<file path="src/rtl/saturating_accumulator_pkg.sv">
// Shared definitions for the saturating accumulator slice (package machina_pkg):
// accumulator width derivation, controller state encoding and clamp bounds.
package machina_pkg;

  // Controller states: summing terms, or holding a finished result.
  typedef enum logic [0:0] {
    ST_ACCUM = 1'b0,
    ST_HOLD  = 1'b1
  } state_e;

  // Accumulator width: the term width plus the guard headroom.
  function automatic int acc_width(input int width, input int guard);
    return width + guard;
  endfunction

  // Largest magnitude exponent that still fits a signed WIDTH-bit result.
  function automatic int eff_limit(input int width, input int limit);
    return (limit < width) ? limit : (width - 1);
  endfunction

  // Upper clamp bound 2^LIMIT - 1.
  function automatic longint sat_max(input int width, input int limit);
    return (64'sd1 <<< eff_limit(width, limit)) - 64'sd1;
  endfunction

  // Lower clamp bound -2^LIMIT.
  function automatic longint sat_min(input int width, input int limit);
    return -(64'sd1 <<< eff_limit(width, limit));
  endfunction

endpackage

</file>
<file path="src/rtl/saturating_accumulator_if.sv">
// Term and result handshakes of the saturating accumulator.
// master: the side driving terms and accepting results; slave: the accumulator.
interface saturating_accumulator_if #(
  parameter int WIDTH = 16
);

  logic signed [WIDTH-1:0] in_data;
  logic                    in_last;
  logic                    in_valid;
  logic                    in_ready;
  logic signed [WIDTH-1:0] out_data;
  logic                    out_sat;
  logic                    out_valid;
  logic                    out_ready;

  modport master (
    output in_data, in_last, in_valid, out_ready,
    input  in_ready, out_data, out_sat, out_valid
  );

  modport slave (
    input  in_data, in_last, in_valid, out_ready,
    output in_ready, out_data, out_sat, out_valid
  );

endinterface

</file>
<file path="src/rtl/saturating_accumulator_clamp.sv">
// accumulator_clamp: combinational signed clamp of an IN_W-bit value to
// [-2^LIMIT_BITS, 2^LIMIT_BITS-1], truncated to OUT_W bits, with a flag
// raised only when the value lay strictly outside the range.
module accumulator_clamp
  import machina_pkg::*;
#(
  parameter int IN_W       = 25,
  parameter int OUT_W      = 24,
  parameter int LIMIT_BITS = 23
) (
  input  logic signed [IN_W-1:0]  din,
  output logic signed [OUT_W-1:0] dout,
  output logic                    clamped
);

  localparam logic signed [IN_W-1:0] MAX_V = IN_W'(sat_max(OUT_W, LIMIT_BITS));
  localparam logic signed [IN_W-1:0] MIN_V = IN_W'(sat_min(OUT_W, LIMIT_BITS));

  // Signed compare at full input width; values equal to a bound pass untouched.
  always_comb begin
    dout    = din[OUT_W-1:0];
    clamped = 1'b0;
    if (din > MAX_V) begin
      dout    = MAX_V[OUT_W-1:0];
      clamped = 1'b1;
    end else if (din < MIN_V) begin
      dout    = MIN_V[OUT_W-1:0];
      clamped = 1'b1;
    end else begin
      dout    = din[OUT_W-1:0];
      clamped = 1'b0;
    end
  end

endmodule

</file>
<file path="src/rtl/saturating_accumulator.sv">
// saturating_accumulator: sums signed terms in a guarded accumulator and,
// on the last term, presents the result clamped to the LIMIT-bit signed range.
// Optional feature macro: SATURATING_ACCUMULATOR_STICKY_EN -- when defined,
// out_sat also reports any guard-range clamp seen during the product.
module saturating_accumulator
  import machina_pkg::*;
#(
  parameter int WIDTH = 16,
  parameter int LIMIT = WIDTH - 1,
  parameter int GUARD = 8
) (
  input  logic                     clock,
  input  logic                     reset,
  saturating_accumulator_if.slave  bus
);

  localparam int ACC_W = acc_width(WIDTH, GUARD);

  localparam logic [0:0] ACCUM = ST_ACCUM;
  localparam logic [0:0] HOLD  = ST_HOLD;

  logic [0:0]              state_r;
  logic                    first_r;
  logic signed [ACC_W-1:0] acc_r;
  logic signed [WIDTH-1:0] out_data_r;
  logic                    out_sat_r;
  logic                    out_valid_r;
  logic                    in_ready_r;

  logic signed [ACC_W:0]   term_ext_s;
  logic signed [ACC_W:0]   acc_ext_s;
  logic signed [ACC_W:0]   sum_s;
  logic signed [ACC_W-1:0] acc_next_s;
  logic                    guard_flag_s;
  logic signed [ACC_W:0]   final_in_s;
  logic signed [WIDTH-1:0] result_s;
  logic                    final_flag_s;
  logic                    sat_next_s;
  logic                    in_fire_s;
  logic                    out_fire_s;

  assign in_fire_s  = bus.in_valid & in_ready_r;
  assign out_fire_s = out_valid_r & bus.out_ready;

  assign term_ext_s = {{(GUARD + 1){bus.in_data[WIDTH-1]}}, bus.in_data};
  assign acc_ext_s  = {acc_r[ACC_W-1], acc_r};

  // First term of a product loads; later terms add one bit wider than the accumulator.
  always_comb begin
    sum_s = term_ext_s;
    if (first_r) begin
      sum_s = term_ext_s;
    end else begin
      sum_s = acc_ext_s + term_ext_s;
    end
  end

  accumulator_clamp #(
    .IN_W       (ACC_W + 1),
    .OUT_W      (ACC_W),
    .LIMIT_BITS (ACC_W - 1)
  ) u_guard_clamp (
    .din     (sum_s),
    .dout    (acc_next_s),
    .clamped (guard_flag_s)
  );

  assign final_in_s = {acc_next_s[ACC_W-1], acc_next_s};

  accumulator_clamp #(
    .IN_W       (ACC_W + 1),
    .OUT_W      (WIDTH),
    .LIMIT_BITS (LIMIT)
  ) u_final_clamp (
    .din     (final_in_s),
    .dout    (result_s),
    .clamped (final_flag_s)
  );

`ifdef SATURATING_ACCUMULATOR_STICKY_EN
  logic sticky_r;

  // Remember any guard clamp until the result is handed off.
  always_ff @(posedge clock) begin
    if (reset) begin
      sticky_r <= 1'b0;
    end else if (out_fire_s) begin
      sticky_r <= 1'b0;
    end else if (in_fire_s && guard_flag_s) begin
      sticky_r <= 1'b1;
    end else begin
      sticky_r <= sticky_r;
    end
  end

  assign sat_next_s = final_flag_s | guard_flag_s | sticky_r;
`else
  logic unused_flags_s;

  assign unused_flags_s = guard_flag_s | final_flag_s;
  assign sat_next_s     = 1'b0;
`endif

  // Controller: accumulate terms, then hold the clamped result until accepted.
  always_ff @(posedge clock) begin
    if (reset) begin
      state_r     <= ACCUM;
      first_r     <= 1'b1;
      acc_r       <= '0;
      out_data_r  <= '0;
      out_sat_r   <= 1'b0;
      out_valid_r <= 1'b0;
      in_ready_r  <= 1'b1;
    end else begin
      case (state_r)
        ACCUM: begin
          if (in_fire_s) begin
            acc_r <= acc_next_s;
            if (bus.in_last) begin
              out_data_r  <= result_s;
              out_sat_r   <= sat_next_s;
              first_r     <= 1'b1;
              state_r     <= HOLD;
              out_valid_r <= 1'b1;
              in_ready_r  <= 1'b0;
            end else begin
              first_r <= 1'b0;
            end
          end
        end
        HOLD: begin
          if (out_fire_s) begin
            state_r     <= ACCUM;
            out_valid_r <= 1'b0;
            in_ready_r  <= 1'b1;
          end
        end
        default: begin
          state_r     <= ACCUM;
          first_r     <= 1'b1;
          out_valid_r <= 1'b0;
          in_ready_r  <= 1'b1;
        end
      endcase
    end
  end

  assign bus.in_ready  = in_ready_r;
  assign bus.out_data  = out_data_r;
  assign bus.out_sat   = out_sat_r;
  assign bus.out_valid = out_valid_r;

endmodule

</file>
<file path="src/flat_wrapper.sv">
// flat-port wrapper written by rule: the top's interface ports become plain ports
module saturating_accumulator_flat import machina_pkg::*;
#(
  parameter int WIDTH = 16,
  parameter int LIMIT = WIDTH - 1,
  parameter int GUARD = 8
)
  (clock, reset, bus_in_data, bus_in_last, bus_in_valid, bus_out_ready, bus_in_ready, bus_out_data, bus_out_sat, bus_out_valid);
  saturating_accumulator_if #(.WIDTH(WIDTH)) bus_i ();
  input  logic clock;
  input  logic reset;
  input wire logic [$bits(bus_i.in_data)-1:0] bus_in_data;
  input wire logic [$bits(bus_i.in_last)-1:0] bus_in_last;
  input wire logic [$bits(bus_i.in_valid)-1:0] bus_in_valid;
  input wire logic [$bits(bus_i.out_ready)-1:0] bus_out_ready;
  output wire logic [$bits(bus_i.in_ready)-1:0] bus_in_ready;
  output wire logic [$bits(bus_i.out_data)-1:0] bus_out_data;
  output wire logic [$bits(bus_i.out_sat)-1:0] bus_out_sat;
  output wire logic [$bits(bus_i.out_valid)-1:0] bus_out_valid;
  assign bus_i.in_data = bus_in_data;
  assign bus_i.in_last = bus_in_last;
  assign bus_i.in_valid = bus_in_valid;
  assign bus_i.out_ready = bus_out_ready;
  assign bus_in_ready = bus_i.in_ready;
  assign bus_out_data = bus_i.out_data;
  assign bus_out_sat = bus_i.out_sat;
  assign bus_out_valid = bus_i.out_valid;
  saturating_accumulator #(.WIDTH(WIDTH), .LIMIT(LIMIT), .GUARD(GUARD)) u_core (.clock(clock), .reset(reset), .bus(bus_i));
endmodule
</file>
<file path="config.mk">
export PLATFORM = sky130hd
export DESIGN_NAME = saturating_accumulator_flat
export DESIGN_NICKNAME = d
export VERILOG_FILES = /design/src/rtl/saturating_accumulator_pkg.sv /design/src/rtl/saturating_accumulator_if.sv /design/src/rtl/saturating_accumulator_clamp.sv /design/src/rtl/saturating_accumulator.sv /design/src/flat_wrapper.sv
export SDC_FILE = /design/constraint.sdc
export NUM_CORES = 1
export LEC_CHECK = 0
export ABC_CLOCK_PERIOD_IN_PS = 7450
export CAP_MARGIN = 20
export CORE_MARGIN = 5
export CORE_UTILIZATION = 39
export CTS_CLUSTER_SIZE = 10
export DETAILED_ROUTE_END_ITERATION = 7
export SKIP_CTS_REPAIR_TIMING = 1
export SYNTH_ARGS = -nofsm -noshare
export SYNTH_HDL_FRONTEND = slang
export SYNTH_HIERARCHICAL = 1
export SYNTH_SLANG_ARGS = --single-unit
</file>
<file path="constraint.sdc">
create_clock -name clock -period 7.45 [get_ports clock]
set_input_delay 1.49 -clock clock [delete_from_list [all_inputs] [get_ports clock]]
set_output_delay 1.49 -clock clock [all_outputs]
set_load 0.05 [all_outputs]
</file>
-- After elaboration in Yosys (flattened, before gate mapping)
Index checks and enable logic that the tools add are counted.
- output and inout port bits: 19
- register bits after elaboration: 44
- bits of input ports: 21
- mux-type cells: 17
- $lt $le $gt $ge: 4
- equality and inequality tests: 3
- $add $sub $neg: 1
- reduce and logical (&&, ||, !) cells: 3
- bitwise operators: 3
- operators by type and width (operator ; count):
    24-bit two-way mux ; 2
    16-bit two-way mux ; 2
    24-bit by 16-bit adder with 25-bit output ; 1
    25-bit by 24-bit > comparator with 1-bit output (second input constant) ; 1
    25-bit by 24-bit < comparator with 1-bit output (second input constant) ; 1
    25-bit two-way mux ; 1
    24-bit by 16-bit > comparator with 1-bit output (second input constant) ; 1
    24-bit by 16-bit < comparator with 1-bit output (second input constant) ; 1
    1-bit two-way mux ; 9
    1-bit case mux with 2 select lines ; 3
    3-bit AND reduction ; 2
    2-bit != test (second input constant) ; 2
    1-bit bitwise AND ; 2
    2-bit by 1-bit != test with 1-bit output (second input constant) ; 1
    2-bit AND reduction ; 1
    1-bit NOT ; 1

-- Logic depth before layout (Yosys ltp)
Gate-level depths: netlist of the first run.
- depth in word-level cells: 8
- mapped depth: 17
- depth with buffers taken out: 14

-- Cells and area by module
The synthesis of the first run kept the hierarchy.
- by module, submodules not included (module ; area each (µm²) ; instances ; cells each):
    saturating_accumulator ; 3054.2 ; 1 ; 391
    accumulator_clamp at u_core.u_final_clamp ; 416.6 ; 1 ; 49
    accumulator_clamp at u_core.u_guard_clamp ; 321.6 ; 1 ; 31

-- Least setup slack after synthesis of the first run
No wires, ideal clock.
- kind: input -> register
- start point: in bus_in_data[0]
- end point: reg u_core.out_data_r[10], in the netlist u_core/bus.out_data[10]
- arrival time: 5.002 ns
- slack: 2.331 ns
- cell stages on the path: 17
- path through: ha_1 -> fa_1 -> a211oi_1 -> o21ai_0 -> o2111ai_1 -> and3_1 -> o21ai_0 -> a31oi_1 -> inv_2 -> buf_6 -> maj3_2 -> or4_4 -> buf_6 -> buf_12 -> nor4_2 -> o2bb2ai_1 -> a22o_1
- longest elaborated chain between the ends: 8
- elaborated cells on any way between the ends: 10
- ends and longest elaborated chain (element ; RTL line ; text):
    start, declared ; flat_wrapper.sv:12 ; input wire logic [$bits(bus_i.in_data)-1:0] bus_in_data;
    24-bit by 16-bit adder with 25-bit output (*) ; saturating_accumulator.sv:54 ; sum_s = acc_ext_s + term_ext_s;
    25-bit two-way mux (*) ; saturating_accumulator.sv:51 ; if (first_r) begin
    named net u_core.sum_s[24] ; saturating_accumulator.sv:32 ; logic signed [ACC_W:0] sum_s;
    25-bit by 24-bit < comparator with 1-bit output ; saturating_accumulator_clamp.sv:26 ; end else if (din < MIN_V) begin
    24-bit two-way mux ; saturating_accumulator_clamp.sv:26 ;
    24-bit two-way mux (*) ; saturating_accumulator_clamp.sv:23 ; if (din > MAX_V) begin
    named net u_core.acc_next_s[20] ; saturating_accumulator.sv:33 ; logic signed [ACC_W-1:0] acc_next_s;
    24-bit by 16-bit < comparator with 1-bit output ; saturating_accumulator_clamp.sv:26 ;
    16-bit two-way mux ; saturating_accumulator_clamp.sv:26 ;
    16-bit two-way mux (*) ; saturating_accumulator_clamp.sv:23 ;
    named net u_core.result_s[10] ; saturating_accumulator.sv:36 ; logic signed [WIDTH-1:0] result_s;
    end signal, assigned ; saturating_accumulator.sv:120 ; out_data_r <= result_s;
    end, declared ; saturating_accumulator.sv:25 ; logic signed [WIDTH-1:0] out_data_r;
The timed path passes the listed nets; every way through them passes the cells marked *.
A chain may end at the register's enable or synchronous reset.

-- Final worst setup path of the first run
- start point: in bus_in_data[15]
- end point: reg u_core.out_data_r[5], in the netlist u_core/bus.out_data[5]
- longest elaborated chain between the ends: 8
- elaborated cells on any way between the ends: 10
- ends and longest elaborated chain (element ; RTL line):
    24-bit by 16-bit adder with 25-bit output ; saturating_accumulator.sv:54
    25-bit two-way mux (*) ; saturating_accumulator.sv:51
    named net u_core.sum_s[24] ; saturating_accumulator.sv:32
    25-bit by 24-bit < comparator with 1-bit output ; saturating_accumulator_clamp.sv:26
    24-bit two-way mux ; saturating_accumulator_clamp.sv:26
    24-bit two-way mux (*) ; saturating_accumulator_clamp.sv:23
    named net u_core.acc_next_s[20] ; saturating_accumulator.sv:33
    24-bit by 16-bit < comparator with 1-bit output ; saturating_accumulator_clamp.sv:26
    16-bit two-way mux ; saturating_accumulator_clamp.sv:26
    16-bit two-way mux (*) ; saturating_accumulator_clamp.sv:23
    named net u_core.result_s[5] ; saturating_accumulator.sv:36
Marks and branches as above.

==> metrics.md, run 1 <==
| Metric | Value |
|---|---|
| Slew HR | 0.293 |
| PwrDens | 191 nW/µm² |
| Post-DP HPWL | 7970 µm |
| RSZ-0062 raised after global routing | no |
| Initial core utilization | 0.404 |
| Die area | 11700 µm² |
| Avg Cell Area, Syn | ~8 µm² |
| I/O Buffers | 38 |
| Startpoint types | input pin |
| Vias | between 3000 and 4000 |
| Global placement routability congestion | 0.913 |
| Hold Startpoint | u_core/acc_r[2] |
| Grt total ovfl | 0 |
| Status | finished, final reports clean |
| Hold/Removal Path Class | reg2reg |
| Pin count of the biggest net entering global routing | 46 |
| Hold EP | u_core/acc_r[2] |
| Sink Count | 44 |
| Hold Vio Cnt, Final | 0 |
| H-tree depth | 2 |
| TNS Setup | 0 ns |
| CTS tree | built |
| Initial DRC Count | between 150 and 200 |
| Final std cells w/o fill | 611 |
| Clk slew on worst S/H paths | around 0.09 ns |
| Fill cell count | 953 |
| Drt wl/cell | 17.3 µm |
| Drt via density | 5.80 |
| Initial antenna violation count | 0 |
| Worst Tran Pin Value | 1.06 ns |
| Cts bufs inserted | 5 |
| Final setup skew | 0.0105 ns |
| Worst VDD drop | 0.0781 mV |
| Die span in y | 108 µm |
| Layout cells sized above 1 | 0.120 |
| CP max FO | 23 |
| Placed Cells | approximately 600 |
| Worst R2R Setup Slack | between 2 and 3 ns |
| Nets | 527 |
| R2R Path End | u_core/bus.out_data[5] |
| Die width | 108 µm |
| Tmin final | ~6 ns |
| # setup viols final | 0 |
| FP Rows | 35 |
| Worst Path Required | 7.65 ns |
| P&R area growth vs syn | 12.7% |
| Max clock buf depth | 2 |
| Leak pwr | 1.55 nW |
| Total track usage | 0.181 |
| Slew Limit Fails | 0 |
| Antenna viol nets, final | 0 |
| Residual DRC count | 0 |
| Pre-CTS setup slack | 1.27 ns |
| First-pass GRT wire length | 17100 µm |
| Data arrival, critical path | about 6.2 ns |
| Final Cycle Share | 0.800 |
| Crit. End Element | register |
| CTS root buf | clkbuf_8 |
| Worst Hold Path Cells | 2 |
| Mapped Cells | ~470 |
| Ant diodes | 0 |
| Fin util | 0.455 |
| Number of max-cap violations | 0 |
| Max frequency | 0.168 GHz |
| Worst r2r src | u_core/acc_r[0] |
| Final Power | 812 µW |
| Skew-Pair Late Insertion Delay | about 0.3 ns |
| DR pass1 iterations | 5 |
| Final WL | between 10000 and 15000 µm |
| IO Pins | 40 |
| Ys Warns | 6 |
| Critical path class | in2reg |
| Vias in the first global route | 3322 |
| Fin worst setup slack | 1.49 ns |
| R2r worst-path depth | 15 |
| Mapped cell area | about 3800 µm² |
| Syn_nets | 514 |
| Core ar. | slightly above 9000 µm² |
[worst max-delay path, stage by stage]
cell and delay (ns):
clkdlybuf4s50_1 0.63, ha_1 0.47, a21oi_1 0.27, o21a_1 0.21, o21ai_0 0.10, a2111oi_0 0.48, o31ai_1 0.11, a31oi_1 0.17
buf_4 0.28, inv_2 0.24, maj3_2 0.39, or4_4 0.68, nor4_1 0.33, o2bb2ai_1 0.12, a22o_1 0.20
[layer usage]
| layer | GRT usage | vias up | routed length, µm |
|---|---|---|---|
| met5 | 0 | - | 0 |
| met2 | 0.298 | 65 | 5070 |
| li1 | - | 1771 | - |
| met3 | 0.0275 | 12 | 360 |
| met4 | 0.0487 | 0 | 220 |
| met1 | 0.245 | 1693 | 4940 |
[how the worst max path moves through the flow]
stage,cells past startpoint,end,from
floorplan,17,u_core/bus.out_data[10],bus_in_data[0]
global placement,15,u_core/bus.out_data[5],bus_in_data[15]
detailed placement,15,u_core/bus.out_data[5],bus_in_data[15]
CTS,15,u_core/bus.out_data[5],bus_in_data[15]
global route,15,u_core/bus.out_data[0],bus_in_data[15]
finish,15,u_core/bus.out_data[5],bus_in_data[15]
[placed cells by master, fill, tap and decap left out, types with 6 or more instances in the layout]
cell             instances
a21oi_1                 44
a22o_1                  16
clkdlybuf4s50_1         38
dfxtp_1                 44
ha_1                    24
inv_1                    6
maj3_2                  20
nand2_1                 85
nand3_1                  9
nand4_1                  9
nor2_1                  10
nor4_1                   7
nor4_2                   8
o21a_1                   7
o21ai_0                 26
o2bb2ai_1               15
xor2_1                   8
[power breakdown]
part | total, mW | internal (mW) | switching, mW
Clock | 0.190 | 0.101 | 0.0891
Sequential | 0.269 | 0.256 | 0.0135
Combinational | 0.352 | 0.129 | 0.224
Total | 0.812 | 0.486 | 0.326
[cell type report]
| type | count | area, µm² | share of cell area |
|---|---|---|---|
| Multi-Input combinational cell | 379 | 2640 | 0.621 |
| Sequential cell | 44 | 881 | 0.208 |
| Inverter | 8 | 30.0 | 0.00708 |
| Clock inverter | 3 | 47.5 | 0.0112 |
| Tap cell | 129 | 161 | 0.0380 |
| Clock buffer | 5 | 68.8 | 0.0162 |
| Timing Repair Buffer | 43 | 418 | 0.0985 |
[sequential cells by signal, indices dropped and copies added (netlist names)]
signal                cells
u_core/state_r            1
u_core/bus.in_ready       1
u_core/acc_r             24
u_core/bus.out_valid      1
u_core/first_r            1
u_core/bus.out_data      16
[metrics by stage]
step	area (µm²)	hold slack, ns
final	4240	0.467
after global placement	4130	0.449
after CTS	4240	0.467
after global routing	4240	0.494
after floorplan	3770	0.440
after detailed placement	4130	0.455
Note: power is estimated with default switching activity, not from simulation.
==> inputs of run 2 (changes only) <==
--- a/config.mk
+++ b/config.mk
@@ -5,7 +5,7 @@
 export SDC_FILE = /design/constraint.sdc
 export NUM_CORES = 1
 export LEC_CHECK = 0
-export ABC_CLOCK_PERIOD_IN_PS = 7450
+export ABC_CLOCK_PERIOD_IN_PS = 5500
 export CAP_MARGIN = 20
 export CORE_MARGIN = 5
 export CORE_UTILIZATION = 39
==> constraint.sdc (replaced) <==
create_clock -name clock -period 5.5 [get_ports clock]
set_input_delay 1.1 -clock clock [delete_from_list [all_inputs] [get_ports clock]]
set_output_delay 1.1 -clock clock [all_outputs]
set_load 0.05 [all_outputs]
==> run 2 against run 1 <==
  * Combinational power rose by 38%
  * First-iteration DRC count down 6.7%
  * Wire length fell by 1.7%
  * Clock-buffer cell count stayed put
  * Flip-flop and latch count stayed put
  * Sequential share of layout area fell by 0.25 points
==> metrics.md, run 2 (synthesized netlist as in run 1, its figures left out) <==
| Metric | Value |
|---|---|
| Status | finished, final reports clean |
| Vias | 3578 (+1.0%) |
| Final Cycle Share | 0.936 |
| Pre-CTS setup slack | 0.0179 ns (-1.25 ns) |
| IO Pins | 40 (unchanged) |
| Crit path from | bus_in_data[0] |
| Final WL | 10400 µm (-1.7%) |
| Initial DRC Count | 168 (-6.7%) |
| Design area | 4300 µm² (+1.2%) |
| R2R Path End | u_core/bus.out_data[2] |
| Worst Tran Pin Value | 1.03 ns (-0.0241 ns) |
| Ant diodes | 0 (unchanged) |
| P&R area growth vs syn | 14.1% |
| Core ar. | 9330 µm² (unchanged) |
| Drt wl/cell | 16.8 µm (-2.9%) |
| Most frequent cells in the layout | 85 x nand2_1, 44 x a21oi_1, 44 x dfxtp_1, 38 x clkdlybuf4s50_1, 26 x o21ai_0 |
| Slew HR | 0.309 (+0.0161) |
| Cts bufs inserted | 5 (unchanged) |
| Worst r2r src | u_core/acc_r[0] |
| Layout cells sized above 1 | 0.135 (+0.0146) |
| Skew-Pair Late Insertion Delay | 0.31 ns (about the same) |
| R2r worst-path depth | 14 (-1) |
| Startpoint types | input pin |
| First-pass GRT wire length | 16900 µm (-1.4%) |
| Grt total ovfl | 0 (unchanged) |
| Initial core utilization | 0.404 (unchanged) |
| CP max FO | 15 (-35%) |
| Number of max-cap violations | 0 (unchanged) |
| Final setup skew | 0.0169 ns (+0.00641 ns) |
| CTS tree | built |
| RSZ-0062 raised after global routing | no |
| Register with the most flip-flops | u_core/acc_r |
| Area after DPL | 4180 µm² (+1.3%) |
| Clk slew on worst S/H paths | 0.10 ns (about the same) |
| Data arrival, critical path | 5.35 ns (-0.81 ns) |
| Post-DP HPWL | 7920 µm (-0.67%) |
| Crit. End Element | register |
| Tmin final | 5.15 ns |
| Die area | 11700 µm² (unchanged) |
| Pin count of the biggest net entering global routing | 45 (-2.2%) |
| Hold Vio Cnt, Final | 0 (unchanged) |
| Fill cell count | 942 (-1.2%) |
| TNS Setup | 0 ns (unchanged) |
| Antenna viol nets, final | 0 (unchanged) |
| Critical Path Sink | u_core/bus.out_data[2] |
| Leak pwr | 1.58 nW (+2.2%) |
| Worst VDD drop | 0.132 mV (+69%) |
| Vias in the first global route | 3460 (+4.2%) |
| Critical path class | in2reg |
| Total track usage | 0.178 (-0.00237) |
| Final Power | 1.11 mW (+37%) |
| Leading cell type in the layout, fill and taps excluded | nand2_1 |
| Fin worst setup slack | 0.353 ns (-1.13 ns) |
| I/O Buffers | 38 (unchanged) |
| Number of flip-flops in the largest register | 24 (unchanged) |
| PwrDens | 258 nW/µm² (+35%) |
| Sink Count | 44 (unchanged) |
| Die width | 108 µm (unchanged) |
| CTS root buf | clkbuf_8 |
| Die span in y | 108 µm (unchanged) |
| FP Rows | 35 (unchanged) |
| Drt via density | 5.79 (about the same) |
| Global placement routability congestion | 0.919 (+0.68%) |
| # setup viols final | 0 (unchanged) |
| Worst Path Required | 5.71 ns (-1.94 ns) |
| Multi-input gate area | 2640 µm² (unchanged) |
| Initial antenna violation count | 0 (unchanged) |
| Nets | 534 (+1.3%) |
| Worst R2R Setup Slack | 1.31 ns (-1.61 ns) |
| Max frequency | 0.194 GHz |
| H-tree depth | 2 (unchanged) |
| DR pass1 iterations | 5 (unchanged) |
| Hold/Removal Path Class | reg2reg |
| Max clock buf depth | 2 (unchanged) |
| Residual DRC count | 0 (unchanged) |
| Slew Limit Fails | 0 (unchanged) |
| FF/Latch Area | 881 µm² (unchanged) |
==> run 2: changes by cell type in the layout (fill, tap and decap cells not counted) <==
cell / change
or2_1: -1
or2_2: +1
buf_4: +7
==> run 2: final cells by class <==
type                    instances  area share
well taps                     129      0.0376
repair buffers                 50       0.110
clock buffers                   5      0.0160
inverters                       8     0.00699
multi-input cells             379       0.614
clock inverters                 3      0.0111
flip-flops and latches         44       0.205
==> run 2: per-layer routing <==
metal / share of wire / GRT usage / vias up / routed length [µm]
met2: 0.46 / 0.296 / 80 / 4830
met5: 0 / 0 / - / 0
li1: - / - / 1781 / -
met1: 0.46 / 0.227 / 1692 / 4760
met4: 0.036 / 0.0730 / 0 / 372
met3: 0.042 / 0.0346 / 25 / 437
==> run 2: how the worst min path moves through the flow <==
stage	startpoint	end	slack (ns)	cells past startpoint
final	u_core/acc_r[4]	u_core/acc_r[4]	0.47	2
after global routing	u_core/acc_r[6]	u_core/acc_r[6]	0.49	2
after CTS	u_core/acc_r[4]	u_core/acc_r[4]	0.47	2
after detailed placement	u_core/acc_r[22]	u_core/acc_r[22]	0.46	2
after global placement	u_core/acc_r[0]	u_core/acc_r[0]	0.45	2
after floorplan	u_core/acc_r[0]	u_core/acc_r[0]	0.44	2
==> run 2: worst max-delay path, cell delays in order <==
cell and delay [ns]:
clkdlybuf4s50_1 0.44, ha_1 0.24, fa_1 0.44, a211oi_1 0.32
o21ai_0 0.15, o2111ai_1 0.15, and3_1 0.27, o21ai_0 0.11
a31oi_1 0.28, inv_2 0.17, maj3_2 0.35, or3_1 0.70
nor4_1 0.31, o2bb2ai_1 0.12, a22o_1 0.21
==> run 2: stage by stage <==
step,utilization,std cells,hold slack (ns)
floorplan,-,468,0.440
global placement,0.448,610,0.451
detailed placement,0.448,610,0.459
CTS,0.460,618,0.474
global route,0.460,618,0.490
finish,0.460,618,0.468
==> run 2: power breakdown <==
part | internal (mW) | switching [mW]
combinational | 0.182 | 0.305
clock | 0.137 | 0.123
sequential | 0.346 | 0.0174
